**config.mk**
```make
export PLATFORM = sky130hd
export DESIGN_NAME = mem_stall_ctrl
export DESIGN_NICKNAME = d
export VERILOG_FILES = /design/src/rtl/mem_stall_ctrl.sv
export SDC_FILE = /design/constraint.sdc
export NUM_CORES = 1
export LEC_CHECK = 0
export CAP_MARGIN = 20
export CORE_UTILIZATION = 40
export CTS_CLUSTER_SIZE = 20
export DETAILED_ROUTE_END_ITERATION = 8
export PLACE_DENSITY = 0.86
export SYNTH_ARGS = -nofsm -noshare
export SYNTH_HDL_FRONTEND = slang
export SYNTH_SLANG_ARGS = --single-unit
```
**constraint.sdc**
```tcl
create_clock -name clk -period 2.45 [get_ports clk]
set_input_delay 0.735 -clock clk [delete_from_list [all_inputs] [get_ports clk]]
set_output_delay 0.735 -clock clk [all_outputs]
set_load 0.03 [all_outputs]
```
**src/rtl/mem_stall_ctrl.sv**
```systemverilog
// MEM-stage access sequencer: runs the req/ready handshake with data memory,
// holds the upstream pipeline while an access is in flight, and detects load-use hazards.
module mem_stall_ctrl #(
  parameter int unsigned TIMEOUT  = 16,
  parameter logic [31:0] ERR_DATA = 32'hDEADBEEF
) (
  input  logic        clk,
  input  logic        rst_n,
  input  logic        MemRead_mem,
  input  logic        MemWrite_mem,
  input  logic [31:0] ALUResult_mem,
  input  logic [31:0] MemDin_mem,
  input  logic        MemRead_ex,
  input  logic [4:0]  rdAddr_ex,
  input  logic [4:0]  rs1Addr_id,
  input  logic [4:0]  rs2Addr_id,
  input  logic        mem_ready,
  input  logic [31:0] mem_rdata,
  output logic        mem_req,
  output logic        mem_we,
  output logic [31:0] mem_addr,
  output logic [31:0] mem_wdata,
  output logic [31:0] MemDout_mem,
  output logic        stall_pc,
  output logic        stall_ifid,
  output logic        stall_idex,
  output logic        stall_exmem,
  output logic        flush_idex,
  output logic        bubble_wb,
  output logic        bus_err
);

  typedef enum logic [1:0] {
    IDLE = 2'd0,
    BUSY = 2'd1,
    DONE = 2'd2
  } state_t;

  localparam logic [7:0] TO_LAST = 8'(TIMEOUT - 1);

  state_t     state;
  logic [7:0] to_cnt;
  logic       access;
  logic       mem_stall;
  logic       load_use;

  assign access = MemRead_mem | MemWrite_mem;

  // DONE deliberately releases the stall even though the access is still
  // visible in EX/MEM: this is the cycle in which the pipeline advances.
  assign mem_stall = ((state == IDLE) && access) || (state == BUSY);

  assign load_use = MemRead_ex && (rdAddr_ex != 5'd0) &&
                    ((rdAddr_ex == rs1Addr_id) || (rdAddr_ex == rs2Addr_id));

  always_comb begin
    stall_pc    = mem_stall | load_use;
    stall_ifid  = mem_stall | load_use;
    stall_idex  = mem_stall;
    stall_exmem = mem_stall;
    bubble_wb   = mem_stall;
    // A memory stall holds ID/EX, so a pending hazard must not flush it.
    flush_idex  = load_use & ~mem_stall;
  end

  always_ff @(posedge clk or negedge rst_n) begin
    if (!rst_n) begin
      state       <= IDLE;
      to_cnt      <= 8'd0;
      mem_req     <= 1'b0;
      mem_we      <= 1'b0;
      mem_addr    <= 32'd0;
      mem_wdata   <= 32'd0;
      MemDout_mem <= 32'd0;
      bus_err     <= 1'b0;
    end else begin
      case (state)
        IDLE: begin
          if (access) begin
            mem_addr  <= ALUResult_mem;
            mem_wdata <= MemDin_mem;
            mem_we    <= MemWrite_mem;
            mem_req   <= 1'b1;
            to_cnt    <= 8'd0;
            state     <= BUSY;
          end
        end
        BUSY: begin
          if (mem_ready) begin
            if (!mem_we) begin
              MemDout_mem <= mem_rdata;
            end
            mem_req <= 1'b0;
            mem_we  <= 1'b0;
            state   <= DONE;
          end else if (to_cnt == TO_LAST) begin
            MemDout_mem <= ERR_DATA;
            bus_err     <= 1'b1;
            mem_req     <= 1'b0;
            mem_we      <= 1'b0;
            state       <= DONE;
          end else begin
            to_cnt <= to_cnt + 8'd1;
          end
        end
        DONE: begin
          state <= IDLE;
        end
        default: begin
          state   <= IDLE;
          mem_req <= 1'b0;
          mem_we  <= 1'b0;
        end
      endcase
    end
  end

  a_req_only_busy: assert property (@(posedge clk) disable iff (!rst_n)
    mem_req == (state == BUSY));

  a_no_flush_while_held: assert property (@(posedge clk) disable iff (!rst_n)
    !(flush_idex && stall_idex));

endmodule

```
# Yosys cells after proc, flatten, opt, wreduce, memory -nomap -nowiden
# Cells that the tools add are included.
totals:
  mem_count: 0
  ram_bits: 0
  out_inout_bits: 105
  register_bits: 109
  romBits: 0
  latch_bits: 0
  wordCells: 57
  in_bits: 117
classes:
  shift: 0
  eq_ne: 10
  bitwise_logic: 6
  mux: 17
  order_cmp: 0
  multipliers: 0
  n_div: 0
  n_addsub: 1
  reduce_logical: 15
ops:
  columns: ["cell", "n"]
  rows:
  - ["$mux 32", 3]
  - ["$mux 8", 3]
  - ["$pmux 8 s2", 1]
  - ["$eq 5x5->1", 2]
  - ["$reduce_and 3->1", 3]
  - ["$add 8x1->8 const B", 1]
  - ["$eq 8x4->1 const B", 1]
  - ["$ne 2x2->1 const B", 4]
  - ["$mux 2", 3]
  - ["$pmux 1 s3", 2]
  - ["$reduce_bool 5->1", 1]
  - ["$mux 1", 4]
  - ["$pmux 2 s2", 1]
  - ["$reduce_and 2->1", 2]
  - ["$reduce_and 4->1", 1]
  - ["$reduce_bool 2->1", 2]
  - ["$logic_and 1x1->1", 3]
  - ["$ne 3x2->1 const B", 1]
  - ["$not 1->1", 3]
  - ["$eq 2x1->1 const B", 1]
  - ["$eq 2x2->1 const B", 1]
  - ["$logic_not 2->1", 1]
  - ["$logic_or 1x1->1", 2]
  - ["$or 1x1->1", 2]
  - ["$and 1x1->1", 1]

# Logic depth before layout (Yosys ltp)
logic_depth:
  word_depth: 5
  depth_mapped: 7
  mapped_depth_nobuf: 6

# Least setup slack after synthesis
# OpenSTA, ideal clock, no wires.
synth_timing:
  kind: "input port to output port"
  start: "in rdAddr_ex[3]"
  end: "out stall_pc"
  arrival_ns: 1.984
  slack_ns: -0.269
  stages: 5
  t_required_ns: 1.715
  n_path_buf: 1
  cell_sequence: "xor2_1 > nor3_1 > a22oi_1 > o22ai_1 > buf_4"
synth_between:
  elab_chain_cells: 4
  elab_cells_between_ends: 7
  cone_classes: "eq/ne (2); bitwise (1); reduce/logical (4)"
synth_lines:
  columns: ["element", "line_no", "rtl"]
  rows:
  - ["from (decl)", "14", "input logic [4:0] rdAddr_ex,"]
  - ["$eq 5x5->1 / $reduce_bool 5->1 (equally long branches)", "54, 53", null]
  - ["$logic_or 1x1->1 / $logic_and 1x1->1 (equally long branches)", "54, 53", null]
  - ["$logic_and 1x1->1 (*)", "53", "assign load_use = MemRead_ex && (rdAddr_ex != 5'd0) &&"]
  - ["$or 1x1->1 (*)", null, null]
  - ["to (decl)", "24", "output logic stall_pc,"]
# Mark *: on every way between the ends. The rest lies on a longest branch, timed or not.

# Worst setup path in the final report
layout_timing:
  start: "in rdAddr_ex[3]"
  end: "out stall_ifid"
layout_between:
  elab_chain_cells: 4
  elab_cells_between_ends: 7
  cone_classes: "eq/ne (2); bitwise (1); reduce/logical (4)"
layout_lines:
  columns: ["element", "line_no", "rtl"]
  rows:
  - ["$eq 5x5->1 / $reduce_bool 5->1 (equally long branches)", "54, 53", null]
  - ["$logic_or 1x1->1 / $logic_and 1x1->1 (equally long branches)", "54, 53", null]
  - ["$logic_and 1x1->1 (*)", "53", null]
  - ["$or 1x1->1 (*)", "58", "stall_ifid = mem_stall | load_use;"]
  - ["to (decl)", "25", "output logic stall_ifid,"]
# Marked as above.

==> results.tsv <==
stage	metric	value	unit
timing	period_share	105	%
setup_path	rr_endpoint	mem_wdata[5]	
pwr	peakVddDrop	0.000741	V
clock_tree	clk_latency	0.36	ns
clock_tree	cts_max_level	3	
global_routing	antenna_found_initial	0	
cells_and_area	areaGrowthSynthToFinish	62.7	%
yosys	synth_fp_nets	413	
timing	slew_viol_final	0	
drt	postRouteAntennaNets	0	
yosys	syn_inst	295	
cells_and_area	final_cells	672	
clock_tree	cts_buffers	9	
pwr	powerDensity	1370	mW/mm2
setup_path	crit_type	input pin to output port	
timing	finalSetupTns	-0.315	ns
yosys	synth_most_common_cell	dfrtp_1	
setup_path	r2r_slack	0.78	ns
floorplan	io_pins	222	
timing	slew-limit-headroom	62.4	%
pwr	power.share.clock	10.3	%
timing	rsz0062_at_grt	true	
run_status	violations	negative setup slack	
global_routing	grt_pass1_wl	18100	um
setup_path	crit_buf_inv	2	
clock_tree	clockBufferDepth	2	
placed_design	post_dp_cell_area	0.00684	mm2
drt	drc_errors	0	
floorplan	initial_core_util	41.6	%
global_routing	grt_pass1_vias	3682	
yosys	ys_seq_area_share	63.0	%
setup_path	reg2reg_from	state[0]	
timing	tightest_slew	0.564	ns
flow_run	maxCapViolations	0	
cells_and_area	final_util	67.6	%
setup_path	cp_slowest_stage_delay	0.53	ns
drt	dr.pass1.iters	4	
timing	hold_ws	0.348	ns
setup_path	arrival	1.83	ns
setup_path	crit_chain	buf_6 > or4_4 > o21ai_4 > o22ai_4 > buf_6	
yosys	syn_area_per_cell	14.7	um2
setup_path	crit_path_max_fanout	2	
global_routing	gr-total-overflow	0	
yosys	synthTopCellsByCount	dfrtp_1, mux2_2, o22a_1	
pwr	power.internal	5.63	mW
floorplan	fp.dieW	106	um
drt	num_vias	3336	
yosys	synth_edf_count	0	
placed_design	portBuffers	221	
cells_and_area	drive_gt1_share	24.3	%
clock_tree	hold_buffers	0	
global_routing	grt_use_total	20.8	%
setup_path	cpMostUsedCell	buf_6	
yosys	yosys.area.top_type_share	63.0	%
hold_path	worstHoldPathType	input pin to async pin	
cells_and_area	design_area	0.00705	mm2
floorplan	die_y	106	um
drt	vias_per_cell	4.96	
setup_path	crit_slowest_cell	or4_4	
yosys	ys_warn_count	0	
pwr	finalPower	9.66	mW
floorplan	coreArea	0.0104	mm2
timing	fin_ws	-0.114	ns
yosys	synth-main-ff-cell	dfrtp_1	
drt	wl_per_cell	16.7	um
yosys	ys_ff_latch	109	
setup_path	critPathLaunchType	input pin	
floorplan	dieArea	0.0112	mm2
clock_tree	cts_tree	built	
pwr	p_leak	2.93	nW
setup_path	worstPathRequired	1.71	ns
drt	drtIter0Drc	79	
setup_path	critPathCaptureType	output port	
cells_and_area	antenna_cells	0	
clock_tree	path_clk_slew	0.10	ns
drt	routed_wl	11200	um
timing	finalSetupViolCount	3	
run_status	status	complete, but fails checks	
setup_path	cp_top_family	simple AND/OR/NAND/NOR gates	
clock_tree	cts.sinks	109	
yosys	synthArstFlopShare	100	%
placed_design	dp_hpwl	8460	um
pwr	p_sw	4.03	mW
yosys	syn_area	0.00433	mm2
pwr	p_seq_share	32.4	%
cells_and_area	nets	649	
yosys	synth.distinct_cells	38	
placed_design	gp_congestion	0.741	
timing	hold_viol	0	
timing	max_freq	390	MHz
yosys	synth_largest_area_cell	dfrtp_1	
pwr	pwr-share-comb	57.3	%
global_routing	grt_max_degree	51	
pwr	power_switching_share	41.7	%
placed_design	dp_cells	654	
clock_tree	cts_root_buffer	clkbuf_8	
timing	period_minus_slack	2.56	ns
floorplan	rows	37	
setup_path	rr_worst_depth	4	
yosys	synth.area.top_cells	dfrtp_1, mux2_2, o22a_1	
placed_design	pre_cts_ws	-0.931	ns
timing	finalClockSkew	0.00586	ns
final cells by class:
cell class                 instances  area, um2
inverter                           2       7.51
timing repair buffer             242       2390
clock inverter                     6       48.8
multi-input combinational        167       1570
tap                              136        170
clock buffer                      10        128
fill                             783       3370
sequential                       109       2730
state kept, by name (all words and copies together), names as in the netlist:
signal and count:
mem_req 1, bus_err 1, MemDout_mem 32, mem_wdata 32, to_cnt 8, mem_addr 32, state 2, mem_we 1
how the worst max path moves through the flow:
stage	start	end	slack [ns]	cells after the start
floorplan	rdAddr_ex[1]	stall_pc	-0.10	4
global placement	rdAddr_ex[1]	stall_pc	-0.92	5
detailed placement	rdAddr_ex[1]	stall_pc	-0.93	5
CTS	rdAddr_ex[3]	stall_pc	-0.10	5
global route	rdAddr_ex[3]	stall_pc	-0.17	8
finish	rdAddr_ex[3]	stall_ifid	-0.11	5
metal layers:
layer,global-route usage (%),share of wire [%],up-vias
met5,0,0,-
met4,6.55,1.4,0
met3,6.62,7.1,15
met1,23.8,37,1641
met2,36.8,54,129
li1,-,-,1551
power by group through the flow:
stage	Sequential [mW]	Combinational, mW	Clock (mW)
6_report	3.13	5.54	0.996
5_1_grt	3.24	5.81	1.11
4_1_cts	3.14	5.59	1.03
3_5_place_dp	3.17	5.56	0
3_3_place_gp	3.10	5.45	0
2_1_floorplan	4.74	1.55	0
kinds of logic (layout without fill, tap and decap cells):
group	Yosys count	after routing	synth area share, %
mux	65	65	16.9
compound gates	52	52	9.82
buf+inv	19	260	2.43
simple gates	37	37	5.17
flops	109	109	63.0
fa+ha+maj	1	1	0.289
xor+xnor	12	12	2.43
cell usage in the layout (no fill, tap or decap), types with 4 or more instances in the layout:
| master | count |
|---|---|
| clkdlybuf4s15_1 | 4 |
| buf_12 | 4 |
| o22a_1 | 24 |
| clkdlybuf4s50_1 | 197 |
| buf_4 | 18 |
| dlygate4sd2_1 | 5 |
| buf_2 | 6 |
| buf_6 | 8 |
| xor2_1 | 11 |
| dfrtp_1 | 109 |
| mux2_2 | 64 |
| nor2_1 | 7 |
| a22o_1 | 11 |
| clkbuf_8 | 9 |
what timing repair did:
| item | CTS | global route |
|---|---|---|
| pin swaps | 19 | 7 |
| gates resized for setup | 66 | 4 |
| setup endpoints to repair | 6 | 6 |
| setup buffers | 2 | 0 |
Power figures use the tool's default switching activity.
==> edit, RTL diff (same flow settings) <==
Re-encode `state_t` (3 states) as one-hot, 3 bits wide.
--- a/src/rtl/mem_stall_ctrl.sv
+++ b/src/rtl/mem_stall_ctrl.sv
@@ -32,6 +32,6 @@
 
-  typedef enum logic [1:0] {
-    IDLE = 2'd0,
-    BUSY = 2'd1,
-    DONE = 2'd2
+  typedef enum logic [2:0] {
+    IDLE = 3'b001,
+    BUSY = 3'b010,
+    DONE = 3'b100
   } state_t;
Function: no difference found for any inputs over 10 cycles, from zero or initial values and one cycle with rst_n low; not proved beyond that.
==> edit against the original RTL <==
Final area increased by 0.89%. The flow still finishes with violations (negative setup slack). Synthesized area increased by 2.5%. Combinational power about the same. Wire length increased by 8.1%. Count of clock-buffer cells in the layout increased by 2. Setup slack improved by 0.019 ns. Clock power increased by 5%. Largest power group unchanged. Total power increased by 0.47%. Sequential cell count increased by 1. Highest routed layer unchanged.
==> edit: results (changes against the original RTL) <==
.. list-table::
   :header-rows: 1

   * - Metric
     - Value
   * - Outcome
     - finished, violations left
   * - Failing checks
     - negative setup slack
   * - Leakage component of the power
     - 3.29 nW (+12%)
   * - M1 GR Usage
     - 25.0% (+1.2 points)
   * - Top cell types by occurrence after synthesis
     - sky130_fd_sc_hd__nand2_1, sky130_fd_sc_hd__dfrtp_1, sky130_fd_sc_hd__o22a_1
   * - Number of gates resized after CTS
     - 48 (-27%)
   * - Final Worst Setup Slack
     - -0.0945 ns (+0.0190 ns)
   * - Number of cells traversed by the worst register-to-register path
     - 6 (+2)
   * - Mapped Nets
     - 558 (+35%)
   * - Final Routed Wirelength
     - 12100 µm (+8.1%)
   * - Origin of the critical flop-to-flop path
     - state[0]$_DFFE_PN1P_
   * - Crit Reg-Reg Endpoint
     - to_cnt[6]$_DFFE_PN0P_
   * - Final weighted congestion in routability-driven placement
     - 0.766 (+3.4%)
   * - Vias in the first global route
     - 4111 (+12%)
   * - Setup violation total in the final timing report
     - 3 (unchanged)
   * - All-layer global routing usage
     - 21.4% (+0.62 points)
   * - HPWL Detailed
     - 8840 µm (+4.5%)
   * - Via total after detailed routing
     - 4025 (+21%)
   * - M3 GR Usage
     - 5.08% (-1.5 points)
   * - Net count of the finished layout
     - 783 (+21%)
   * - Iteration-0 DRC count of the detailed router
     - 230 (+190%)
   * - First-pass GRT wire length
     - 19400 µm (+7.1%)
   * - Data arrival time of the worst path
     - 1.81 ns (-0.02 ns)
   * - Distinct cell type count after synthesis
     - 43 (+13%)
   * - Setup_tns
     - -0.247 ns (+0.0683 ns)
   * - Largest net degree at the start of global routing
     - 71 (+39%)
   * - Setup Skew
     - 0.00975 ns (+0.00390 ns)
   * - Worst slack at placement
     - -0.564 ns (+0.367 ns)
   * - Worst Hold Slack
     - 0.339 ns (-0.00893 ns)
   * - Seq/Total Area, Yosys
     - 62.1% (-0.94 points)
## edit: metal layers
layer	up-vias	wire length (µm)	share of wire, %
li1	1896	-	-
met1	1948	4700	39
met2	153	6190	51
met3	28	906	7.5
met4	0	301	2.5
met5	-	0	0
## edit: critical path, delay by kind of cell
kind	cells	cell delay, ns
simple gates	1	0.53
buf+inv	2	0.24
compound gates	2	0.30
## edit: layout make-up
type	instances	area [µm²]	area share, %
clock buffers	12	165	2.32
clock inverters	4	30.0	0.422
inverters	3	13.8	0.194
multi-input cells	302	1620	22.7
flip-flops and latches	110	2750	38.7
well taps	140	175	2.46
repair buffers	239	2350	33.1
## edit: worst max-delay path by stage
stage | cells after the start | endpoint | startpoint | slack, ns
after floorplan | 4 | stall_pc | rdAddr_ex[1] | -0.07
after global placement | 7 | stall_ifid | rdAddr_ex[2] | -0.48
after detailed placement | 7 | stall_ifid | rdAddr_ex[1] | -0.56
after CTS | 5 | stall_ifid | rdAddr_ex[2] | -0.08
after global routing | 6 | stall_ifid | rs2Addr_id[3] | -0.14
final | 5 | stall_ifid | rdAddr_ex[2] | -0.09
## edit: logic make-up (layout without fill, tap and decap cells)
group	after synthesis	after routing	synth area share [%]
buffers and inverters	28	258	3.33
muxes	3	3	0.705
AOI/OAI and AO/OA	57	57	10.3
DFF	110	110	62.1
and+or+nand+nor	231	231	21.4
adders and majority gates	1	1	0.282
xor gates and xnor gates	10	10	1.97
## edit: through the flow
step,utilization [%],std cells
2_1_floorplan,-,440
4_1_cts,65.3,809
6_report,65.6,810
3_5_place_dp,63.3,792
3_3_place_gp,63.3,792
5_1_grt,65.6,810
## edit: where the power goes
group          switching (mW)  leakage (nW)  internal (mW)
sequential              0.482          1.35           2.65
combinational            3.24          1.84           2.29
clock                   0.591        0.0986          0.456
total                    4.31          3.29           5.39
